**src/rtl/note_scroll_if.sv**
```systemverilog
// Push handshake, read port and status bundle between the note scroller and
// its client (sequencer / sprite renderer).
interface note_scroll_if #(
  parameter int NOTE_W = 4,
  parameter int SLOT_W = 3,
  parameter int X_W    = 11,
  parameter int Y_W    = 10
);
  logic              in_valid;
  logic [NOTE_W-1:0] in_note;
  logic              in_ready;
  logic              frame_tick;
  logic              busy;
  logic [SLOT_W-1:0] rd_idx;
  logic              rd_valid;
  logic [X_W-1:0]    rd_x;
  logic [Y_W-1:0]    rd_y;
  logic              hit_valid;
  logic [NOTE_W-1:0] hit_note;
  logic              miss_pulse;
  logic              bad_note;
  logic              overrun;

  modport master (
    output in_valid, in_note, frame_tick, rd_idx,
    input  in_ready, busy, rd_valid, rd_x, rd_y,
           hit_valid, hit_note, miss_pulse, bad_note, overrun
  );

  modport slave (
    input  in_valid, in_note, frame_tick, rd_idx,
    output in_ready, busy, rd_valid, rd_x, rd_y,
           hit_valid, hit_note, miss_pulse, bad_note, overrun
  );
endinterface

```
**src/rtl/note_scroll_engine.sv**
```systemverilog
// Per-frame note scroller: holds falling notes, shifts them left once per
// frame_tick in a slot-by-slot scan, retires notes leaving the screen and
// reports the leftmost note inside the hit window.
module note_scroll_engine #(
  parameter int NUM_SLOTS   = 8,
  parameter int NOTE_W      = 4,
  parameter int NUM_LANES   = 8,
  parameter int X_W         = 11,
  parameter int Y_W         = 10,
  parameter int X_START     = 1023,
  parameter int SCROLL_STEP = 2,
  parameter int Y_TOP       = 40,
  parameter int Y_STEP      = 24,
  parameter int HIT_LO      = 90,
  parameter int HIT_HI      = 120
) (
  input  logic          clk,
  input  logic          reset,
  note_scroll_if.slave  bus
);
  localparam int SLOT_W = (NUM_SLOTS > 1) ? $clog2(NUM_SLOTS) : 1;

  localparam logic [1:0] ST_IDLE = 2'd0;
  localparam logic [1:0] ST_SCAN = 2'd1;
  localparam logic [1:0] ST_DONE = 2'd2;

  localparam logic [X_W-1:0]    X_START_V = X_W'(X_START);
  localparam logic [X_W-1:0]    STEP_V    = X_W'(SCROLL_STEP);
  localparam logic [X_W-1:0]    HIT_LO_V  = X_W'(HIT_LO);
  localparam logic [X_W-1:0]    HIT_HI_V  = X_W'(HIT_HI);
  localparam logic [SLOT_W-1:0] LAST_SLOT = SLOT_W'(NUM_SLOTS - 1);

  logic [1:0]           r_state;
  logic [SLOT_W-1:0]    r_scan_idx;
  logic                 r_busy;
  logic [NUM_SLOTS-1:0] r_occ;
  logic [X_W-1:0]       r_x    [NUM_SLOTS];
  logic [NOTE_W-1:0]    r_note [NUM_SLOTS];
  logic [Y_W-1:0]       r_y    [NUM_SLOTS];
  logic                 r_best_found;
  logic [X_W-1:0]       r_best_x;
  logic [NOTE_W-1:0]    r_best_note;
  logic                 r_hit_valid;
  logic [NOTE_W-1:0]    r_hit_note;
  logic                 r_miss;
  logic                 r_bad;
  logic                 r_overrun;
  logic                 r_rd_valid;
  logic [X_W-1:0]       r_rd_x;
  logic [Y_W-1:0]       r_rd_y;

  logic [SLOT_W-1:0] w_free_idx;
  logic              w_any_free;
  logic              w_in_ready;
  logic              w_push;
  logic              w_note_ok;
  logic [Y_W-1:0]    w_push_y;
  logic              w_scanning;
  logic              w_cur_occ;
  logic [X_W-1:0]    w_cur_x;
  logic              w_retire;
  logic [X_W-1:0]    w_new_x;
  logic              w_in_win;
  logic              w_take;
  logic              w_rd_ok;

  // Lowest free slot; walking downward lets the lowest index win.
  always_comb begin
    w_free_idx = '0;
    for (int i = NUM_SLOTS - 1; i >= 0; i--) begin
      w_free_idx = r_occ[i] ? w_free_idx : SLOT_W'(i);
    end
  end

  assign w_any_free = ~(&r_occ);
  assign w_in_ready = (r_state == ST_IDLE) && !bus.frame_tick && w_any_free;
  assign w_push     = bus.in_valid && w_in_ready;
  assign w_note_ok  = (32'(bus.in_note) < NUM_LANES);
  assign w_push_y   = Y_W'(Y_TOP) + (Y_W'(bus.in_note) * Y_W'(Y_STEP));

  // Slot currently visited by the scan and its post-scroll position.
  assign w_scanning = (r_state == ST_SCAN);
  assign w_cur_occ  = r_occ[r_scan_idx];
  assign w_cur_x    = r_x[r_scan_idx];
  assign w_retire   = w_cur_occ && (w_cur_x < STEP_V);
  assign w_new_x    = w_cur_x - STEP_V;
  assign w_in_win   = w_cur_occ && !w_retire && (w_new_x >= HIT_LO_V) && (w_new_x <= HIT_HI_V);
  // Strict less-than: slots are visited in ascending order, so ties keep the lower index.
  assign w_take     = w_scanning && w_in_win && (!r_best_found || (w_new_x < r_best_x));
  assign w_rd_ok    = (32'(bus.rd_idx) < NUM_SLOTS);

  // Frame FSM: IDLE -> SCAN (one slot per cycle) -> DONE -> IDLE, plus hit tracking.
  always_ff @(posedge clk) begin
    if (reset) begin
      r_state      <= ST_IDLE;
      r_scan_idx   <= '0;
      r_busy       <= 1'b0;
      r_best_found <= 1'b0;
      r_best_x     <= '0;
      r_best_note  <= '0;
      r_hit_valid  <= 1'b0;
      r_hit_note   <= '0;
    end else begin
      case (r_state)
        ST_IDLE: begin
          if (bus.frame_tick) begin
            r_state      <= ST_SCAN;
            r_busy       <= 1'b1;
            r_scan_idx   <= '0;
            r_best_found <= 1'b0;
            r_best_x     <= '0;
            r_best_note  <= '0;
          end
        end
        ST_SCAN: begin
          if (w_take) begin
            r_best_found <= 1'b1;
            r_best_x     <= w_new_x;
            r_best_note  <= r_note[r_scan_idx];
          end
          if (r_scan_idx == LAST_SLOT) begin
            r_state <= ST_DONE;
          end else begin
            r_scan_idx <= r_scan_idx + SLOT_W'(1);
          end
        end
        ST_DONE: begin
          r_hit_valid <= r_best_found;
          r_hit_note  <= r_best_found ? r_best_note : '0;
          r_state     <= ST_IDLE;
          r_busy      <= 1'b0;
        end
        default: begin
          r_state <= ST_IDLE;
          r_busy  <= 1'b0;
        end
      endcase
    end
  end

  // Slot storage: pushes fill the lowest free slot, the scan scrolls or retires.
  always_ff @(posedge clk) begin
    if (reset) begin
      r_occ <= '0;
      for (int i = 0; i < NUM_SLOTS; i++) begin
        r_x[i]    <= '0;
        r_note[i] <= '0;
        r_y[i]    <= '0;
      end
    end else if (w_push && w_note_ok) begin
      r_occ[w_free_idx]  <= 1'b1;
      r_x[w_free_idx]    <= X_START_V;
      r_note[w_free_idx] <= bus.in_note;
      r_y[w_free_idx]    <= w_push_y;
    end else if (w_scanning && w_cur_occ) begin
      if (w_retire) begin
        r_occ[r_scan_idx] <= 1'b0;
        r_x[r_scan_idx]   <= '0;
      end else begin
        r_x[r_scan_idx] <= w_new_x;
      end
    end
  end

  // Event pulses and the sticky overrun flag.
  always_ff @(posedge clk) begin
    if (reset) begin
      r_miss    <= 1'b0;
      r_bad     <= 1'b0;
      r_overrun <= 1'b0;
    end else begin
      r_miss    <= w_scanning && w_retire;
      r_bad     <= w_push && !w_note_ok;
      r_overrun <= r_overrun || (bus.frame_tick && (r_state != ST_IDLE));
    end
  end

  // Registered read port; empty or out-of-range slots read back as zero.
  always_ff @(posedge clk) begin
    if (reset) begin
      r_rd_valid <= 1'b0;
      r_rd_x     <= '0;
      r_rd_y     <= '0;
    end else if (w_rd_ok && r_occ[bus.rd_idx]) begin
      r_rd_valid <= 1'b1;
      r_rd_x     <= r_x[bus.rd_idx];
      r_rd_y     <= r_y[bus.rd_idx];
    end else begin
      r_rd_valid <= 1'b0;
      r_rd_x     <= '0;
      r_rd_y     <= '0;
    end
  end

  assign bus.in_ready   = w_in_ready;
  assign bus.busy       = r_busy;
  assign bus.rd_valid   = r_rd_valid;
  assign bus.rd_x       = r_rd_x;
  assign bus.rd_y       = r_rd_y;
  assign bus.hit_valid  = r_hit_valid;
  assign bus.hit_note   = r_hit_note;
  assign bus.miss_pulse = r_miss;
  assign bus.bad_note   = r_bad;
  assign bus.overrun    = r_overrun;
endmodule

```
**src/flat_wrapper.sv**
```systemverilog
// flat-port wrapper written by rule: the top's interface ports become plain ports
module note_scroll_engine_flat 
#(
  parameter int NUM_SLOTS   = 8,
  parameter int NOTE_W      = 4,
  parameter int NUM_LANES   = 8,
  parameter int X_W         = 11,
  parameter int Y_W         = 10,
  parameter int X_START     = 1023,
  parameter int SCROLL_STEP = 2,
  parameter int Y_TOP       = 40,
  parameter int Y_STEP      = 24,
  parameter int HIT_LO      = 90,
  parameter int HIT_HI      = 120
)
  (clk, reset, bus_in_valid, bus_in_note, bus_frame_tick, bus_rd_idx, bus_in_ready, bus_busy, bus_rd_valid, bus_rd_x, bus_rd_y, bus_hit_valid, bus_hit_note, bus_miss_pulse, bus_bad_note, bus_overrun);
  note_scroll_if #(.NOTE_W(NOTE_W), .X_W(X_W), .Y_W(Y_W)) bus_i ();
  input  logic clk;
  input  logic reset;
  input wire logic [$bits(bus_i.in_valid)-1:0] bus_in_valid;
  input wire logic [$bits(bus_i.in_note)-1:0] bus_in_note;
  input wire logic [$bits(bus_i.frame_tick)-1:0] bus_frame_tick;
  input wire logic [$bits(bus_i.rd_idx)-1:0] bus_rd_idx;
  output wire logic [$bits(bus_i.in_ready)-1:0] bus_in_ready;
  output wire logic [$bits(bus_i.busy)-1:0] bus_busy;
  output wire logic [$bits(bus_i.rd_valid)-1:0] bus_rd_valid;
  output wire logic [$bits(bus_i.rd_x)-1:0] bus_rd_x;
  output wire logic [$bits(bus_i.rd_y)-1:0] bus_rd_y;
  output wire logic [$bits(bus_i.hit_valid)-1:0] bus_hit_valid;
  output wire logic [$bits(bus_i.hit_note)-1:0] bus_hit_note;
  output wire logic [$bits(bus_i.miss_pulse)-1:0] bus_miss_pulse;
  output wire logic [$bits(bus_i.bad_note)-1:0] bus_bad_note;
  output wire logic [$bits(bus_i.overrun)-1:0] bus_overrun;
  assign bus_i.in_valid = bus_in_valid;
  assign bus_i.in_note = bus_in_note;
  assign bus_i.frame_tick = bus_frame_tick;
  assign bus_i.rd_idx = bus_rd_idx;
  assign bus_in_ready = bus_i.in_ready;
  assign bus_busy = bus_i.busy;
  assign bus_rd_valid = bus_i.rd_valid;
  assign bus_rd_x = bus_i.rd_x;
  assign bus_rd_y = bus_i.rd_y;
  assign bus_hit_valid = bus_i.hit_valid;
  assign bus_hit_note = bus_i.hit_note;
  assign bus_miss_pulse = bus_i.miss_pulse;
  assign bus_bad_note = bus_i.bad_note;
  assign bus_overrun = bus_i.overrun;
  note_scroll_engine #(.NUM_SLOTS(NUM_SLOTS), .NOTE_W(NOTE_W), .NUM_LANES(NUM_LANES), .X_W(X_W), .Y_W(Y_W), .X_START(X_START), .SCROLL_STEP(SCROLL_STEP), .Y_TOP(Y_TOP), .Y_STEP(Y_STEP), .HIT_LO(HIT_LO), .HIT_HI(HIT_HI)) u_core (.clk(clk), .reset(reset), .bus(bus_i));
endmodule
```
**config.mk**
```make
export PLATFORM = sky130hd
export DESIGN_NAME = note_scroll_engine_flat
export DESIGN_NICKNAME = d
export VERILOG_FILES = /design/src/rtl/note_scroll_if.sv /design/src/rtl/note_scroll_engine.sv /design/src/flat_wrapper.sv
export SDC_FILE = /design/constraint.sdc
export NUM_CORES = 1
export LEC_CHECK = 0
export ABC_AREA = 1
export CORE_ASPECT_RATIO = 0.9
export CORE_MARGIN = 2
export CORE_UTILIZATION = 50
export DETAILED_ROUTE_END_ITERATION = 8
export PLACE_DENSITY = 0.78
export SLEW_MARGIN = 20
export SYNTH_ARGS = -nofsm -noshare
export SYNTH_HDL_FRONTEND = slang
export SYNTH_SLANG_ARGS = --single-unit
```
**constraint.sdc**
```tcl
create_clock -name clk -period 4 [get_ports clk]
set_input_delay 1 -clock clk [delete_from_list [all_inputs] [get_ports clk]]
set_output_delay 1 -clock clk [all_outputs]
set_load 0.03 [all_outputs]
```
* Word level (Yosys, flattened, before mapping) *
Memory sizes are Yosys's and may differ from the RTL's. A register that Yosys moved wholly into a read port is not among the register bits.
Index checks and enable logic that the tools add are counted.

operators by class
  $add $sub $neg = 3
  multiply operators = 1
  divide/modulo/power cells = 0
  order comparisons = 10
  equal/unequal tests = 7
  shift-type cells = 0
  muxes and demuxes = 70
  bitwise gates (word level) = 7
  reductions and logical operators = 38

operators by type and width
  kind                     number
  $mux W11                 5
  $mux W3                  18
  $mux W1                  27
  $mux W8                  3
  $pmux W11 S2             1
  $reduce_or A11 Y1        2
  $logic_and A1 B1 Y1      16
  $mux W4                  4
  $lt A3 B4 Y1 const B     3
  $ge A11 B7 Y1 const B    1
  $le A11 B7 Y1 const B    1
  $lt A11 B11 Y1           1
  $lt A11 B2 Y1 const B    1
  $sub A11 B2 Y11 const B  1
  $add A6 B9 Y10 const A   1
  $mux W10                 1
  $reduce_or A10 Y1        1
  $and A8 B8 Y8            1
  $ne A2 B2 Y1 const B     4
  $not A8 Y8               1
  $or A8 B8 Y8             1
  $pmux W4 S2              1
  $reduce_and A8 Y1        1
  $reduce_bool A2 Y1       4
  other kinds (22)         36

word-level totals
  flip-flop bits (word level) = 39
  latch bits = 0
  RAM bits = 200
  memory bits (read-only) = 0
  bits of input ports = 11
  output and inout bits = 32
  word-level logic and storage cells = 152
  memories = 3

memories
  memory         words  bits a word  read ports  clocked after Yosys merged registers in  wr ports  line                      text
  u_core.r_x     8      11           2           2                                        8         note_scroll_engine.sv:37  logic [X_W-1:0] r_x [NUM_SLOTS];
  u_core.r_y     8      10           1           1                                        8         note_scroll_engine.sv:39  logic [Y_W-1:0] r_y [NUM_SLOTS];
  u_core.r_note  8      4            1           1                                        8         note_scroll_engine.sv:38  logic [NOTE_W-1:0] r_note [NUM_SLOTS];

* Depth between registers and ports, before layout *
  word-level depth = 14
  depth in mapped cells = 26
  gate-level depth less buffers = 24

* Worst setup path before layout *
OpenSTA, ideal clock, no wires.

  path kind = input port to flip-flop
  start point = in bus_frame_tick
  end point = mem u_core.r_x[4][0], enable pin
  data arrival time = 3.018 ns
  data required time = 3.655 ns
  path slack = 0.637 ns
  stages on the path = 10
  cell sequence = a211oi_2 nand2_2 nor2_4 nor3_4 buf_6 o21ai_2 o21ai_4 nor2_8 inv_2 nand2_1

RTL lines
  element          line                      text
  start, declared  flat_wrapper.sv:22        input wire logic [$bits(bus_i.frame_tick)-1:0] bus_frame_tick;
  end, declared    note_scroll_engine.sv:37

==> flow_metrics.env <==
export IMPL_outcome="completed"
export IMPL_syn_inst=1434
export IMPL_dr_pass1_iters=6
export IMPL_period_needed_ns=3.67
export IMPL_wl_per_cell_um=18.4
export IMPL_h_tree_depth=1
export IMPL_synth_top_area_share=0.426
export IMPL_async_flop_share=0
export IMPL_mostFrequentLayoutCell="nand2_1"
export IMPL_numPortBuffers=39
export IMPL_dieArea_um2=26100
export IMPL_start_kind="flop"
export IMPL_num_fill_cells=2063
export IMPL_drt_iter0_markers=1563
export IMPL_cts_hold_buf=0
export IMPL_io_pin_count=43
export IMPL_yosysUniqueCellTypes=49
export IMPL_nets=1505
export IMPL_clock_fmax_mhz=272
export IMPL_seq_area_frac_synth=0.523
export IMPL_maxCapViolations=0
export IMPL_yosysWarnings=0
export IMPL_path_max_fanout=41
export IMPL_hold_viol_final=0
export IMPL_end_kind="flop"
export IMPL_worstPathRequired_ns=4.44
export IMPL_cts_tree="yes"
export IMPL_setup_tns_ns=0
export IMPL_synthesis_area_um2=12400
export IMPL_antenna_left=0
export IMPL_antenna_cells=0
export IMPL_rsz0062_at_grt="false"
export IMPL_cts_setup_buffers=0
export IMPL_wl_um=33200
export IMPL_cts_buffers_inserted=25
export IMPL_hold_path_class="reg -> reg"
export IMPL_core_rowCount=54
export IMPL_grtUsageTotal=0.257
export IMPL_grt_pass1_wl_um=52900
export IMPL_finalClockSkew_ns=0.0131
export IMPL_vias=10323
export IMPL_hpwl_um=22900
export IMPL_root_buffer="clkbuf_16"
export IMPL_holdWs_ns=0.470
export IMPL_synth_flop_cell="edfxtp_1"
export IMPL_antenna_found_initial=0
export IMPL_core_um2=24300
export IMPL_grt_overflow_total=0
export IMPL_vias_per_cell=5.73
export IMPL_synth_seq_cells=236
export IMPL_cp_arrival_ns=4.12
export IMPL_cts_num_sinks=236
export IMPL_hold_path_depth=2
export IMPL_die_y_um=153
export IMPL_relSlewSlack=0.339
export IMPL_die_w_um=170
export IMPL_clock_latency_ns=0.53
export IMPL_ctsResizeCount=0
export IMPL_grt_pass1_vias=9736
export IMPL_synth_enable_flop_cells=176
export IMPL_peakVddDrop_mv=0.344
export IMPL_slew_violations=0
export IMPL_powerDensity_nw_per_um2=436
export IMPL_synth_avg_cell_area_um2=8.66
export IMPL_grt_max_degree=67
export IMPL_clk_transition_reported_paths_ns=0.06
export IMPL_setup_viol=0
export IMPL_synth_largest_area_cell="edfxtp_1"
export IMPL_layout_common_cells="nand2_1, nor2_1, edfxtp_1, inv_1, o21ai_0"
export IMPL_drive_above_1_share=0.130
export IMPL_start_util=0.510
export IMPL_drc=0
export IMPL_worst_pin_slew_ns=0.985
export IMPL_fin_crit_sh=0.918
export IMPL_place_gp_congestion=0.944
export IMPL_synthTopCellsByArea="edfxtp_1, dfxtp_1, nand2_1"
export IMPL_ff2ff_path_depth=17
export IMPL_cts_max_path_buffers=3
export IMPL_layout_area_overhead_vs_synth_pct=13.0
export IMPL_worstSetupPathType="reg -> reg"
export IMPL_p_leak_nw=5.97
==> report_power, final <==
part	total, mW	internal, mW	leakage, nW	switching [mW]
Sequential	2.75	2.71	2.30	0.0449
Combinational	0.828	0.247	3.23	0.581
Clock	2.53	1.54	0.435	0.991
Total	6.11	4.50	5.97	1.62
==> synthesized netlist by cell type, types with 14 or more instances <==
master and number:
edfxtp_1 176, nand2_1 247, nor3_1 14, nor2_1 207
ha_1 19, dfxtp_1 60, nand3_1 72, clkbuf_1 40
nand2_2 14, o21ai_0 113, nand3_2 24, a21oi_2 15
a21oi_1 100, o22ai_1 21, inv_1 168, inv_2 23
==> per-stage QoR <==
step	instance area [um2]	worst slack [ns]	utilization	power [mW]	cells
floorplan	12400	0.637	-	3.37	1444
global placement	13100	0.239	0.539	3.59	1755
detailed placement	13100	0.152	0.539	3.61	1755
CTS	14000	0.374	0.576	6.11	1801
global route	14000	0.108	0.576	6.31	1801
finish	14000	0.327	0.576	6.11	1801
==> worst paths after layout <==
path                   startpoint                 end  slack, ns
setup reg to reg             flop  u_core.r_best_x[8]       0.33
hold / removal    u_core.bus.busy     u_core.bus.busy       0.47
setup / recovery             flop  u_core.r_best_x[8]       0.33
hold reg to reg   u_core.bus.busy     u_core.bus.busy       0.47
==> logic make-up after synthesis <==
| logic type | Yosys count | share of synthesized area |
|---|---|---|
| AND/OR/NAND/NOR | 612 | 0.228 |
| AO/OA/AOI/OAI | 285 | 0.130 |
| buffers and inverters | 271 | 0.0923 |
| flip-flops | 236 | 0.523 |
| adder cells (fa/ha/maj) | 20 | 0.0208 |
| XOR/XNOR | 9 | 0.00696 |
| other | 1 | 0.000302 |
==> layout make-up <==
| type | instances | area [um2] | share of cell area |
|---|---|---|---|
| Timing Repair Buffer | 75 | 676 | 0.0482 |
| Sequential cell | 236 | 6490 | 0.463 |
| Clock buffer | 26 | 629 | 0.0449 |
| Clock inverter | 20 | 264 | 0.0188 |
| Multi-Input combinational cell | 937 | 4820 | 0.344 |
| Tap cell | 308 | 385 | 0.0275 |
| Inverter | 199 | 754 | 0.0538 |
==> layer usage <==
metal | part of all wire | vias to the layer above | GRT usage
li1 | - | 4799 | -
met1 | 0.42 | 4798 | 0.381
met2 | 0.44 | 636 | 0.392
met3 | 0.11 | 90 | 0.0386
met4 | 0.029 | 0 | 0.0729
met5 | 0 | - | 0
==> critical path, stage by stage, from the launching register on <==
cell      delay (ns)
dfxtp_2         0.48
buf_12          0.21
buf_12          0.22
a21oi_1         0.09
o21ai_0         0.09
o21ai_0         0.10
o21ai_0         0.58
inv_1           0.20
nand2_1         0.11
nand2_1         0.14
ha_1            0.33
nand2_1         0.05
nand3b_1        0.14
nand2_1         0.07
nand2_1         0.08
nand2_2         0.30
nand2_1         0.17
nor3b_1         0.19
==> flip-flops by register name, summed over array words and instances, names as in the netlist, 4 cells and up, named ones only <==
signal               cells
u_core.bus.rd_x         11
u_core.bus.rd_y          7
u_core.r_note           32
u_core.bus.hit_note      4
u_core.r_best_x         11
u_core.r_occ             8
u_core.r_x              88
u_core.r_best_note       4
u_core.r_y              56
No activity file was read; power rests on OpenSTA's default activity.
